`config.mk`:
```
export PLATFORM = sky130hd
export DESIGN_NAME = uart_tx_fc
export DESIGN_NICKNAME = d
export VERILOG_FILES = /design/src/rtl/uart_tx_fc.sv
export SDC_FILE = /design/constraint.sdc
export NUM_CORES = 1
export LEC_CHECK = 0
export BUFFER_PORTS_ARGS = -buffer_cell sky130_fd_sc_hd__buf_2
export CAP_MARGIN = 20
export CORE_MARGIN = 2
export CORE_UTILIZATION = 28
export CTS_CLUSTER_DIAMETER = 50
export CTS_CLUSTER_SIZE = 30
export DETAILED_ROUTE_END_ITERATION = 6
export GPL_ROUTABILITY_DRIVEN = 0
export PLACE_DENSITY = 0.51
export SLEW_MARGIN = 15
export SYNTH_ARGS = -nofsm -noshare
export SYNTH_HDL_FRONTEND = slang
export SYNTH_SLANG_ARGS = --single-unit
```
`constraint.sdc`:
```
create_clock -name clk -period 3.3 [get_ports clk]
set_input_delay 0.165 -clock clk [delete_from_list [all_inputs] [get_ports clk]]
set_output_delay 0.165 -clock clk [all_outputs]
set_load 0.03 [all_outputs]
```
`src/rtl/uart_tx_fc.sv`:
```
// Flow-controlled 8N1/8N2 UART transmitter with a byte FIFO on a valid/ready input.
// A new frame launches only while the peer grants permission on peer_rts_n.
module uart_tx_fc #(
    parameter int CLK_FREQ_HZ = 100_000_000,
    parameter int BAUD_RATE   = 2_000_000,
    parameter int FIFO_DEPTH  = 16,
    parameter int STOP_BITS   = 1
) (
    input  logic                          clk,
    input  logic                          rst,
    input  logic [7:0]                    byte_in_data,
    input  logic                          byte_in_valid,
    output logic                          byte_in_ready,
    input  logic                          peer_rts_n,
    output logic                          bit_out,
    output logic                          busy,
    output logic [$clog2(FIFO_DEPTH):0]   fifo_level
);
    // state | meaning
    // IDLE  | line high, waiting for a queued byte and peer permission
    // START | start bit (low) for one bit period
    // DATA  | eight data bits, LSB first
    // STOP  | stop period (high); last cycle may launch the next frame

    localparam int CLKS_PER_BIT = CLK_FREQ_HZ / BAUD_RATE;
    localparam int STOP_CLKS    = STOP_BITS * CLKS_PER_BIT;
    localparam int AW           = $clog2(FIFO_DEPTH);
    localparam int CW           = $clog2(STOP_CLKS);

    localparam logic [CW-1:0] BIT_LAST   = CW'(CLKS_PER_BIT - 1);
    localparam logic [CW-1:0] STOP_LAST  = CW'(STOP_CLKS - 1);
    localparam logic [AW:0]   FULL_LEVEL = (AW + 1)'(FIFO_DEPTH);

    localparam logic [1:0] ST_IDLE  = 2'd0;
    localparam logic [1:0] ST_START = 2'd1;
    localparam logic [1:0] ST_DATA  = 2'd2;
    localparam logic [1:0] ST_STOP  = 2'd3;

    if (CLKS_PER_BIT < 2) begin : g_bad_baud
        $error("uart_tx_fc: CLK_FREQ_HZ / BAUD_RATE must be at least 2");
    end
    if ((FIFO_DEPTH < 2) || ((FIFO_DEPTH & (FIFO_DEPTH - 1)) != 0)) begin : g_bad_depth
        $error("uart_tx_fc: FIFO_DEPTH must be a power of 2 and at least 2");
    end
    if ((STOP_BITS != 1) && (STOP_BITS != 2)) begin : g_bad_stop
        $error("uart_tx_fc: STOP_BITS must be 1 or 2");
    end

    logic [7:0]    mem [FIFO_DEPTH];
    logic [AW-1:0] wr_ptr;
    logic [AW-1:0] rd_ptr;
    logic [AW:0]   level;
    logic          fifo_empty;
    logic          fifo_full;
    logic          push;
    logic          pop;
    logic [7:0]    head;

    logic [1:0]    state;
    logic [CW-1:0] cnt;
    logic [2:0]    bit_idx;
    logic [7:0]    shifter;
    logic          bit_done;
    logic          stop_done;
    logic          frame_slot;
    logic          launch;

    assign fifo_empty    = (level == '0);
    assign fifo_full     = (level == FULL_LEVEL);
    assign byte_in_ready = !fifo_full && !rst;
    assign push          = byte_in_valid && byte_in_ready;
    assign head          = mem[rd_ptr];

    assign bit_done   = (cnt == BIT_LAST);
    assign stop_done  = (cnt == STOP_LAST);
    // peer permission is looked at only here, so a mid-frame change never cuts a frame short
    assign frame_slot = (state == ST_IDLE) || ((state == ST_STOP) && stop_done);
    assign launch     = frame_slot && !fifo_empty && !peer_rts_n;
    assign pop        = launch;

    always_ff @(posedge clk) begin
        if (push) begin
            mem[wr_ptr] <= byte_in_data;
        end
    end

    always_ff @(posedge clk or posedge rst) begin
        if (rst) begin
            wr_ptr <= '0;
            rd_ptr <= '0;
            level  <= '0;
        end else begin
            if (push) begin
                wr_ptr <= wr_ptr + 1'b1;
            end
            if (pop) begin
                rd_ptr <= rd_ptr + 1'b1;
            end
            case ({push, pop})
                2'b10:   level <= level + 1'b1;
                2'b01:   level <= level - 1'b1;
                default: level <= level;
            endcase
        end
    end

    always_ff @(posedge clk or posedge rst) begin
        if (rst) begin
            state   <= ST_IDLE;
            cnt     <= '0;
            bit_idx <= '0;
            shifter <= '0;
            bit_out <= 1'b1;
        end else begin
            case (state)
                ST_IDLE: begin
                    cnt <= '0;
                    if (launch) begin
                        shifter <= head;
                        bit_out <= 1'b0;
                        state   <= ST_START;
                    end else begin
                        bit_out <= 1'b1;
                    end
                end
                ST_START: begin
                    if (bit_done) begin
                        cnt     <= '0;
                        bit_idx <= '0;
                        bit_out <= shifter[0];
                        state   <= ST_DATA;
                    end else begin
                        cnt <= cnt + 1'b1;
                    end
                end
                ST_DATA: begin
                    if (bit_done) begin
                        cnt <= '0;
                        if (bit_idx == 3'd7) begin
                            bit_out <= 1'b1;
                            state   <= ST_STOP;
                        end else begin
                            bit_idx <= bit_idx + 3'd1;
                            shifter <= shifter >> 1;
                            bit_out <= shifter[1];
                        end
                    end else begin
                        cnt <= cnt + 1'b1;
                    end
                end
                ST_STOP: begin
                    if (stop_done) begin
                        cnt <= '0;
                        if (launch) begin
                            shifter <= head;
                            bit_out <= 1'b0;
                            state   <= ST_START;
                        end else begin
                            bit_out <= 1'b1;
                            state   <= ST_IDLE;
                        end
                    end else begin
                        cnt <= cnt + 1'b1;
                    end
                end
                default: begin
                    cnt     <= '0;
                    bit_out <= 1'b1;
                    state   <= ST_IDLE;
                end
            endcase
        end
    end

    assign busy       = (state != ST_IDLE);
    assign fifo_level = level;

endmodule

```
* Word-level counts from Yosys, hierarchy flattened
Memories as Yosys holds them, arrays and structs flattened. Index checks and enable logic that the tools add are counted. W data, S select, Z words.
Word-level totals: RAM bits 128, memories 1, register bits 33, output and inout port bits 8, word-level logic and storage cells 77, input bits 12
Cells by class: eq/ne operators 14, add/sub/neg operators 6, mux-type cells 27, reductions and logical operators 21
Memories:
- mem | words 16, bits a word 8, read ports 1, clocked after Yosys merged registers in 0, write ports 1, RTL line 49 | logic [7:0] mem [FIFO_DEPTH];
Operators with widths (number):
- $mux W8 | 4
- $pmux W8 S3 | 1
- $ne A2 B2 Y1 const B | 6
- $pmux W6 S2 | 1
- $mux W2 | 5
- $pmux W5 S2 | 1
- $mux W3 | 3
- $add A4 B1 Y4 const B | 2
- $mux W1 | 8
- $pmux W2 S4 | 1
- $reduce_and A4 Y1 | 2
- $add A6 B1 Y6 const B | 1
- $eq A2 B2 Y1 const B | 3
- $eq A6 B6 Y1 const B | 1
- $mux W6 | 1
- $pmux W3 S2 | 1
- $reduce_bool A2 Y1 | 3
- $add A5 B1 Y5 const B | 1
- $eq A5 B5 Y1 const B | 1
- $logic_and A1 B1 Y1 | 5
- $logic_not A5 Y1 | 1
- $reduce_and A5 Y1 | 1
- $sub A5 B1 Y5 const B | 1
- $eq A2 B1 Y1 const B | 2
- other kinds (9) | 12

* Logic depth before layout (Yosys ltp)
Gate-level depths: netlist of the first run.
depth in word-level cells 8, depth in mapped cells 15, depth with buffers taken out 13

* Least setup slack after synthesis of the first run
No wires, ideal clock.
path type register to register, start point reg level[1], in the netlist fifo_level[1], end point reg level[4], in the netlist fifo_level[4], period minus slack after synthesis 3286 ps, required time 3219 ps, setup time 81 ps, path slack 14 ps, cell stages (with the launch flop) 16, buffers on the path 3, arrival time 3205 ps, cell sequence dfrtp_1 buf_2 nor2_1 a31oi_1 and2_1 buf_2 inv_1 ha_1 clkbuf_1 xor2_1 ha_1 nor2b_1 o21ai_0 a31oi_1 nor2_1 xor2_1
On the way: word-level cells in the longest chain between the ends 6, elaborated cells on any way between the ends 14, classes of those cells add/sub: 2; eq/ne: 3; mux: 1; reduce/logical: 8
Ends and longest elaborated chain:
- start: declaration | RTL line 52 | logic [AW:0] level;
- start signal: assignment | RTL line 100 | 2'b10: level <= level + 1'b1;
- start signal: assignment | RTL line 101 | 2'b01: level <= level - 1'b1;
- start signal: assignment | RTL line 102 | default: level <= level;
- $eq A5 B5 Y1 * | RTL line 69 | assign fifo_full = (level == FULL_LEVEL);
- $logic_not A1 Y1 * | RTL line 70 | assign byte_in_ready = !fifo_full && !rst;
- $logic_and A1 B1 Y1 * | RTL line 70
- net byte_in_ready | RTL line 13 | output logic byte_in_ready,
- $logic_and A1 B1 Y1 * | RTL line 71 | assign push = byte_in_valid && byte_in_ready;
- $eq A2 B1 Y1 or $eq A2 B2 Y1 (tied branches) | RTL line 99 | case ({push, pop})
- $pmux W5 S2 or $reduce_bool A2 Y1 (tied branches)
Mark *: on every way through the listed nets, which the timed path passes. The rest lies on a longest branch. A chain may end at the register's enable or synchronous reset.

* Worst setup path in the final report of the first run
start point reg level[2], in the netlist fifo_level[2], end point reg level[4], in the netlist fifo_level[4]
On the way: word-level cells in the longest chain between the ends 6, elaborated cells on any way between the ends 14, classes of those cells add/sub: 2; eq/ne: 3; mux: 1; reduce/logical: 8
Ends and longest elaborated chain:
- $logic_not A5 Y1 * | RTL line 68 | assign fifo_empty = (level == '0);
- $logic_not A1 Y1 * | RTL line 78 | assign launch = frame_slot && !fifo_empty && !peer_rts_n;
- $logic_and A1 B1 Y1 * (2 in a row) | RTL line 78
- net launch | RTL line 66 | logic launch;
- $eq A2 B1 Y1 or $eq A2 B2 Y1 (tied branches) | RTL line 99
- $pmux W5 S2 or $reduce_bool A2 Y1 (tied branches)
Marks and branches as above.

==> results of run 1 <==
-- registers in the layout (all words and copies together) (netlist names) --
name        count
bit_out         1
wr_ptr          4
cnt             6
rd_ptr          4
bit_idx         3
shifter         8
mem           128
fifo_level      5
state           2
-- per-layer routing --
metal / routed length, microns / vias to the layer above
li1: - / 1668
met1: 6650 / 1898
met2: 7300 / 51
met3: 489 / 13
met4: 192 / 0
met5: 0 / -
-- through the flow --
stage	hold WS (ns)	std cells	util, %	power, mW
floorplan	0.264	413	-	2.76
detailed placement	0.301	747	30.5	2.94
global placement	0.294	747	30.5	2.92
CTS	0.102	779	32.9	4.87
finish	0.116	779	32.9	4.83
global route	0.120	779	32.9	5.01
-- cell type report --
| cell class | instances | area (sq um) |
|---|---|---|
| sequential | 161 | 4670 |
| timing repair buffer | 29 | 198 |
| clock buffer | 17 | 425 |
| tap | 324 | 405 |
| fill | 2356 | 16400 |
| clock inverter | 14 | 151 |
| multi-input combinational | 222 | 2140 |
| inverter | 12 | 45.0 |
-- power by group --
part	internal [mW]	switching (mW)	total (mW)
Combinational	0.163	0.292	0.456
Clock	1.12	0.814	1.93
Sequential	2.33	0.113	2.44
-- worst register-to-register path, cell delays in order, from the launching register on --
cell	delay, ns
dfrtp_1	0.46
or4_4	0.58
o21bai_2	0.18
nor2_2	0.12
ha_1	0.30
xor2_1	0.18
ha_1	0.23
o211ai_1	0.20
a21oi_1	0.09
a31oi_1	0.15
nor2_1	0.06
xor2_1	0.14
-- cells in the mapped netlist, types with 2 or more instances --
master	number	area [sq um]
a211oi_1	2	15.0
buf_4	5	37.5
and2_1	13	81.3
ha_1	19	238
o21ai_1	5	25.0
mux4_1	12	315
a221o_1	2	20.0
xnor2_1	8	70.1
nand4_1	2	12.5
mux2_2	9	101
o211ai_1	2	15.0
edfxtp_1	128	3840
or3_1	2	12.5
a21oi_1	11	55.1
and3_1	7	43.8
nor2_1	21	78.8
nor2b_1	3	18.8
xor2_1	8	70.1
nor3b_2	2	25.0
a31oi_1	10	62.6
buf_2	7	35.0
nand3_1	6	30.0
dfrtp_1	32	801
mux4_2	18	405
o21ai_2	2	17.5
inv_1	12	45.0
nor3_1	3	15.0
mux2i_1	11	110
clkbuf_1	4	15.0
o21ai_0	7	35.0
a22o_1	5	43.8
nand2_1	18	67.6
-- final timing paths --
kind,start,to,cells after the start
hold reg to reg,cnt[0],cnt[0],1
hold / removal,byte_in_data[5],mem[13][5],1
min in group asynchronous,rst,fifo_level[3],4
max in group asynchronous,rst,bit_out,4
setup reg to reg,fifo_level[2],fifo_level[4],11
setup / recovery,fifo_level[2],fifo_level[4],11
-- cells by family after synthesis --
kind of cell,after synthesis
buf+inv,30
compound gates,56
fa+ha+maj,19
mux,50
flops,161
simple gates,81
xor+xnor,16
-- repair_timing --
| action | 4_1_cts | 5_1_grt |
|---|---|---|
| setup endpoints to repair | 0 | 0 |
| hold buffers | 1 | 0 |
| endpoints found under the hold margin | 32 | 0 |
==> parameters.txt, run 1 <==
Parameter                              Value

Global routing
  Met2 capacity usage during global routing    19.9%
  Final global-route overflow total    0
  GR met1 Demand/Resource    around 15%
  First-pass GRT wire length    22.9 mm
  Met3 demand-to-capacity share in global routing    2.48%
  Overall Global Routing Usage    11.9%
  Via count of the first global-routing pass    3,771
  Maximum number of pins on one net before global-route repair    34
  Grt peak-use layer    met2
  Antenna violations before repair    0

Synth
  Share of flip-flops with an asynchronous set or reset after synthesis    20.5%
  Number of different library cells in the post-synthesis netlist    49
  Largest family of logic cells by synthesized area    multiplexers
  Post-Synth XOR/XNOR Area    between 2 and 2.5%
  Share of cell area taken by muxes after synthesis    13.4%
  Primary flip-flop cell chosen by synthesis mapping    edfxtp_1
  Synthesized area per cell    about 17 sq um
  Synth Register Bits    161
  Complex-gate fraction of the synthesized area    approximately 5.7%
  Number of flops mapped to enable cells by yosys    128
  Part of the Yosys area used for sequential elements    67.0%
  Synthesis Warnings    0
  Adder-cell share of the synthesized area    3.41%
  Post-Synth Simple-Gate Area    6.12%
  Syn Std Cell Area    6970 sq um
  Nets in the synthesized netlist    roughly 440
  Cell count after synthesis    413

Critical path
  CP Class    reg -> reg
  Delay-heaviest family, CP    simple AND/OR/NAND/NOR gates
  Kind of end point of the critical path    flop
  Series of cell instances along the critical path    or4_4, o21bai_2, nor2_2, ha_1, xor2_1, ha_1, o211ai_1, a21oi_1, a31oi_1, nor2_1, xor2_1
  Max FO, Critical Path    8
  Arrival time of data at the critical path endpoint    around 3.1 ns
  Largest incremental delay on the critical path    0.58 ns
  Setup slack of the most critical reg-to-reg path    between 0.4 and 0.5 ns
  Crit path buf inv count    0
  Max stage delay cell, worst path    or4_4
  Required time of the critical path    3.61 ns
  Crit path launch type    flop

Power
  PwrDens    601 nW/um^2
  Max VDD drop    0.316 mV
  Static power due to leakage    2.72 nW

Die
  Horiz. Die Dim    162 microns
  Y dimension of the die    162 microns
  Row cnt    57
  Starting density of the core    between 20% and 30%
  Die outline area    26,200 sq um
  Floorplan core area    24,400 sq um
  Number of primary I/O pins    20

Clock network
  CTS tree    built
  Maximum buffer depth of the clock tree    2
  Sink Count    161
  Register clock-pin slew on the reported worst setup and hold paths    0.07 ns
  Setup bufs post-CTS    0
  Clock network latency to the later pin of the worst-skew pair    0.43 ns
  Buffer cell driving the clock tree root    clkbuf_16
  Post-cts repair resize count    0
  Htree depth    4
  Number of buffers created by CTS    17

Placement
  Buffers on Ports    19
  Final HPWL DP    9.40 mm
  Worst setup slack after placement    0.476 ns
  Dpl cell area    approximately 7400 sq um

Route
  Total length of routed wires    14.6 mm
  Via-to-Cell Ratio    4.66
  First-pass detailed-route iteration total    4
  Via Count    3,630
  Routed wire length per instance    18.8 microns
  Post-route ant nets    0
  Residual DRC count    0
  Initial drt markers    223

STA
  Max transition margin    ~41%
  Final critical-path share of the clock period    between 80 and 90%
  Slack of the critical path    0.488 ns
  Endpoints failing setup    0
  Final hold violation count    0
  Transition time of the tightest slew-check pin    0.886 ns
  Maximum frequency from static timing analysis    0.356 GHz
  Worst Skew    roughly 0.013 ns
  Shortest period the worst path allows    2.81 ns
  Count of final max-slew check failures    0
  Setup repair after global routing missed its margin    false
  Setup total negative slack    0 ns

Finish
  Count of nets after finishing    474
  Summed area of non-filler cells in the final layout    8030 sq um
  Most frequent standard cell in the layout excluding fill and tap cells    edfxtp_1
  # diodes    0
  Share of final-layout standard cells stronger than drive strength 1    21.5%
  Area delta synth->final    15.2%
  Commonest cells after routing, fill and taps aside    edfxtp_1 (128), dfrtp_1 (31), nor2_1 (21), ha_1 (19), buf_2 (19)

Min path
  Hold/Removal Path Class    in -> reg

Outcome
  Status    finished clean

Flow run
  Max-cap violations    0
No activity file was read; power rests on OpenSTA's default activity.
==> inputs of run 2 (changes only) <==
- CORE_UTILIZATION: 28 -> 50
- MAX_ROUTING_LAYER: default -> met4
- PLACE_DENSITY: 0.51 -> 0.75
==> run 2 against run 1 <==
Against the previous run: fmax is 0.60% lower; register-to-register slack got worse by 0.02 ns; wire length shrank 9.4%; global-route usage grew 8.4 points; worst hold slack got worse by 0.0023 ns; non-clock buffer count decreased by 2; via count rose by 1.3%; cell count down 19%; clock skew down 0.0064 ns; clock-buffer cell count rose by 1; flip-flop and latch count unchanged; worst setup slack got worse by 0.017 ns.
==> parameters.txt, run 2 (synthesized netlist as in run 1, its figures left out) <==
Parameter                              Value

STA
  Endpoints failing setup    0
  Final critical-path share of the clock period    85.7%
  Final hold violation count    0
  Setup repair after global routing missed its margin    false
  Max transition margin    37.0%
  Worst Skew    0.00673 ns
  Tightest hold margin    between 0.1 and 0.15 ns
  Maximum frequency from static timing analysis    ~0.35 GHz
  Transition time of the tightest slew-check pin    around 0.94 ns
  Shortest period the worst path allows    2.83 ns
  Count of final max-slew check failures    0
  Setup total negative slack    0 ns

Critical path
  Kind of end point of the critical path    flop
  Series of cell instances along the critical path    or4_4, o21bai_2, nor2_2, ha_1, xor2_1, ha_1, o211ai_1, a21oi_1, a31oi_1, nor2_1, xor2_1
  CP Class    reg -> reg
  Cell count along the critical path    11
  Required time of the critical path    about 3.6 ns
  Crit path buf inv count    0
  Arrival time of data at the critical path endpoint    3.13 ns
  Delay-heaviest family, CP    simple AND/OR/NAND/NOR gates
  Max stage delay cell, worst path    or4_4
  Largest incremental delay on the critical path    0.58 ns
  Crit path launch type    flop
  Max FO, Critical Path    8
  Worst-case reg-to-reg path depth    11

Clock network
  Sink Count    161
  CTS tree    built
  Number of buffers created by CTS    17
  Clock network latency to the later pin of the worst-skew pair    between 0.4 and 0.5 ns
  Register clock-pin slew on the reported worst setup and hold paths    0.06 ns
  Htree depth    4
  Maximum buffer depth of the clock tree    2
  Buffer cell driving the clock tree root    clkbuf_16

Global routing
  First-pass GRT wire length    20.9 mm
  GR met1 Demand/Resource    25.3%
  Via count of the first global-routing pass    3,698
  Met2 capacity usage during global routing    33.4%
  Antenna violations before repair    0
  Overall Global Routing Usage    20.3%
  Grt peak-use layer    met2
  Final global-route overflow total    0
  Met3 demand-to-capacity share in global routing    3.93%
  Maximum number of pins on one net before global-route repair    35

Flow run
  Max-cap violations    0

Power
  Part of the power in combinational logic    a little under a tenth
  Max VDD drop    0.400 mV
  PwrDens    approximately 620 nW/um^2
  Sequential Power Share    between 50 and 60%
  Clock power frac    40.0%
  Share of total power consumed by net switching    24.9%
  Total net switching power    1.20 mW
  Static power due to leakage    between 2 and 3 nW
  Internal power summed over all cells    about 3.6 mW

Finish
  Share of final-layout standard cells stronger than drive strength 1    20.9%
  Fill cells    1,062
  Commonest cells after routing, fill and taps aside    edfxtp_1 (128), dfrtp_1 (31), nor2_1 (21), ha_1 (19), buf_2 (19)
  Area delta synth->final    12.2%
  Largest registers    mem x128, shifter x8, cnt x6
  Count of nets after finishing    472
  Largest register by flop count    mem
  Most frequent standard cell in the layout excluding fill and tap cells    edfxtp_1
  Max reg flops    around 130
  # diodes    0
  Summed area of non-filler cells in the final layout    ~7800 sq um

Route
  Initial drt markers    around 360
  Via Count    ~3,700
  Routed wire length per instance    20.9 microns
  Via-to-Cell Ratio    approximately 5.8
  Total length of routed wires    13.3 mm
  First-pass detailed-route iteration total    5
  Residual DRC count    0
  Post-route ant nets    0

Die
  Horiz. Die Dim    122 microns
  Row cnt    43
  Floorplan core area    13,800 sq um
  Die outline area    14,900 sq um
  Y dimension of the die    122 microns
  Starting density of the core    between 50% and 60%
  Number of primary I/O pins    20

Min path
  Hold/Removal Path Class    in -> reg
  Cells on Worst Hold Path    1

Placement
  Final HPWL DP    8.42 mm
  Buffers on Ports    19
  Dpl cell area    ~7200 sq um

Outcome
  Status    finished clean
## run 2: layout make-up
| type | instances | area (sq um) | area share [%] |
|---|---|---|---|
| Timing Repair Buffer | 27 | 158 | 2.02 |
| Clock inverter | 14 | 154 | 1.97 |
| Inverter | 12 | 45.0 | 0.576 |
| Multi-Input combinational cell | 222 | 2140 | 27.3 |
| Clock buffer | 18 | 429 | 5.49 |
| Sequential cell | 161 | 4670 | 59.8 |
| Tap cell | 180 | 225 | 2.88 |
## run 2: timing repair
item,in CTS,in global routing
gates resized for setup,0,0
hold buffers,1,0
hold endpoints to repair,22,0
setup buffers,0,0
## run 2: final timing paths
path                                 start       endpoint  slack (ns)
setup / recovery             fifo_level[2]  fifo_level[4]        0.47
hold / removal             byte_in_data[7]      mem[6][7]        0.11
setup reg to reg             fifo_level[2]  fifo_level[4]        0.47
hold reg to reg                     cnt[0]         cnt[0]        0.49
max in group asynchronous              rst     shifter[7]        2.10
min in group asynchronous              rst  fifo_level[0]        0.51
## run 2: power by group through the flow
stage | registers [mW] | clock network (mW) | logic [mW]
floorplan | 2.50 | 0 | 0.262
global placement | 2.47 | 0 | 0.437
detailed placement | 2.48 | 0 | 0.454
CTS | 2.44 | 1.95 | 0.455
global route | 2.46 | 2.03 | 0.490
finish | 2.44 | 1.93 | 0.450
## run 2: through the flow
| stage | power [mW] | cells | utilization [%] | worst slack [ns] |
|---|---|---|---|---|
| final | 4.82 | 634 | 56.8 | 0.471 |
| after global routing | 4.98 | 634 | 56.8 | 0.267 |
| after detailed placement | 2.93 | 601 | 52.5 | 0.475 |
| after global placement | 2.90 | 601 | 52.5 | 0.596 |
| after CTS | 4.84 | 634 | 56.8 | 0.470 |
| after floorplan | 2.76 | 413 | - | 0.0135 |
## run 2: metal layers
metal  vias up  part of all wire, %
li1       1668                    -
met2       112                   52
met5         -                    0
met1      1884                   42
met3        15                  4.4
met4         0                  1.7
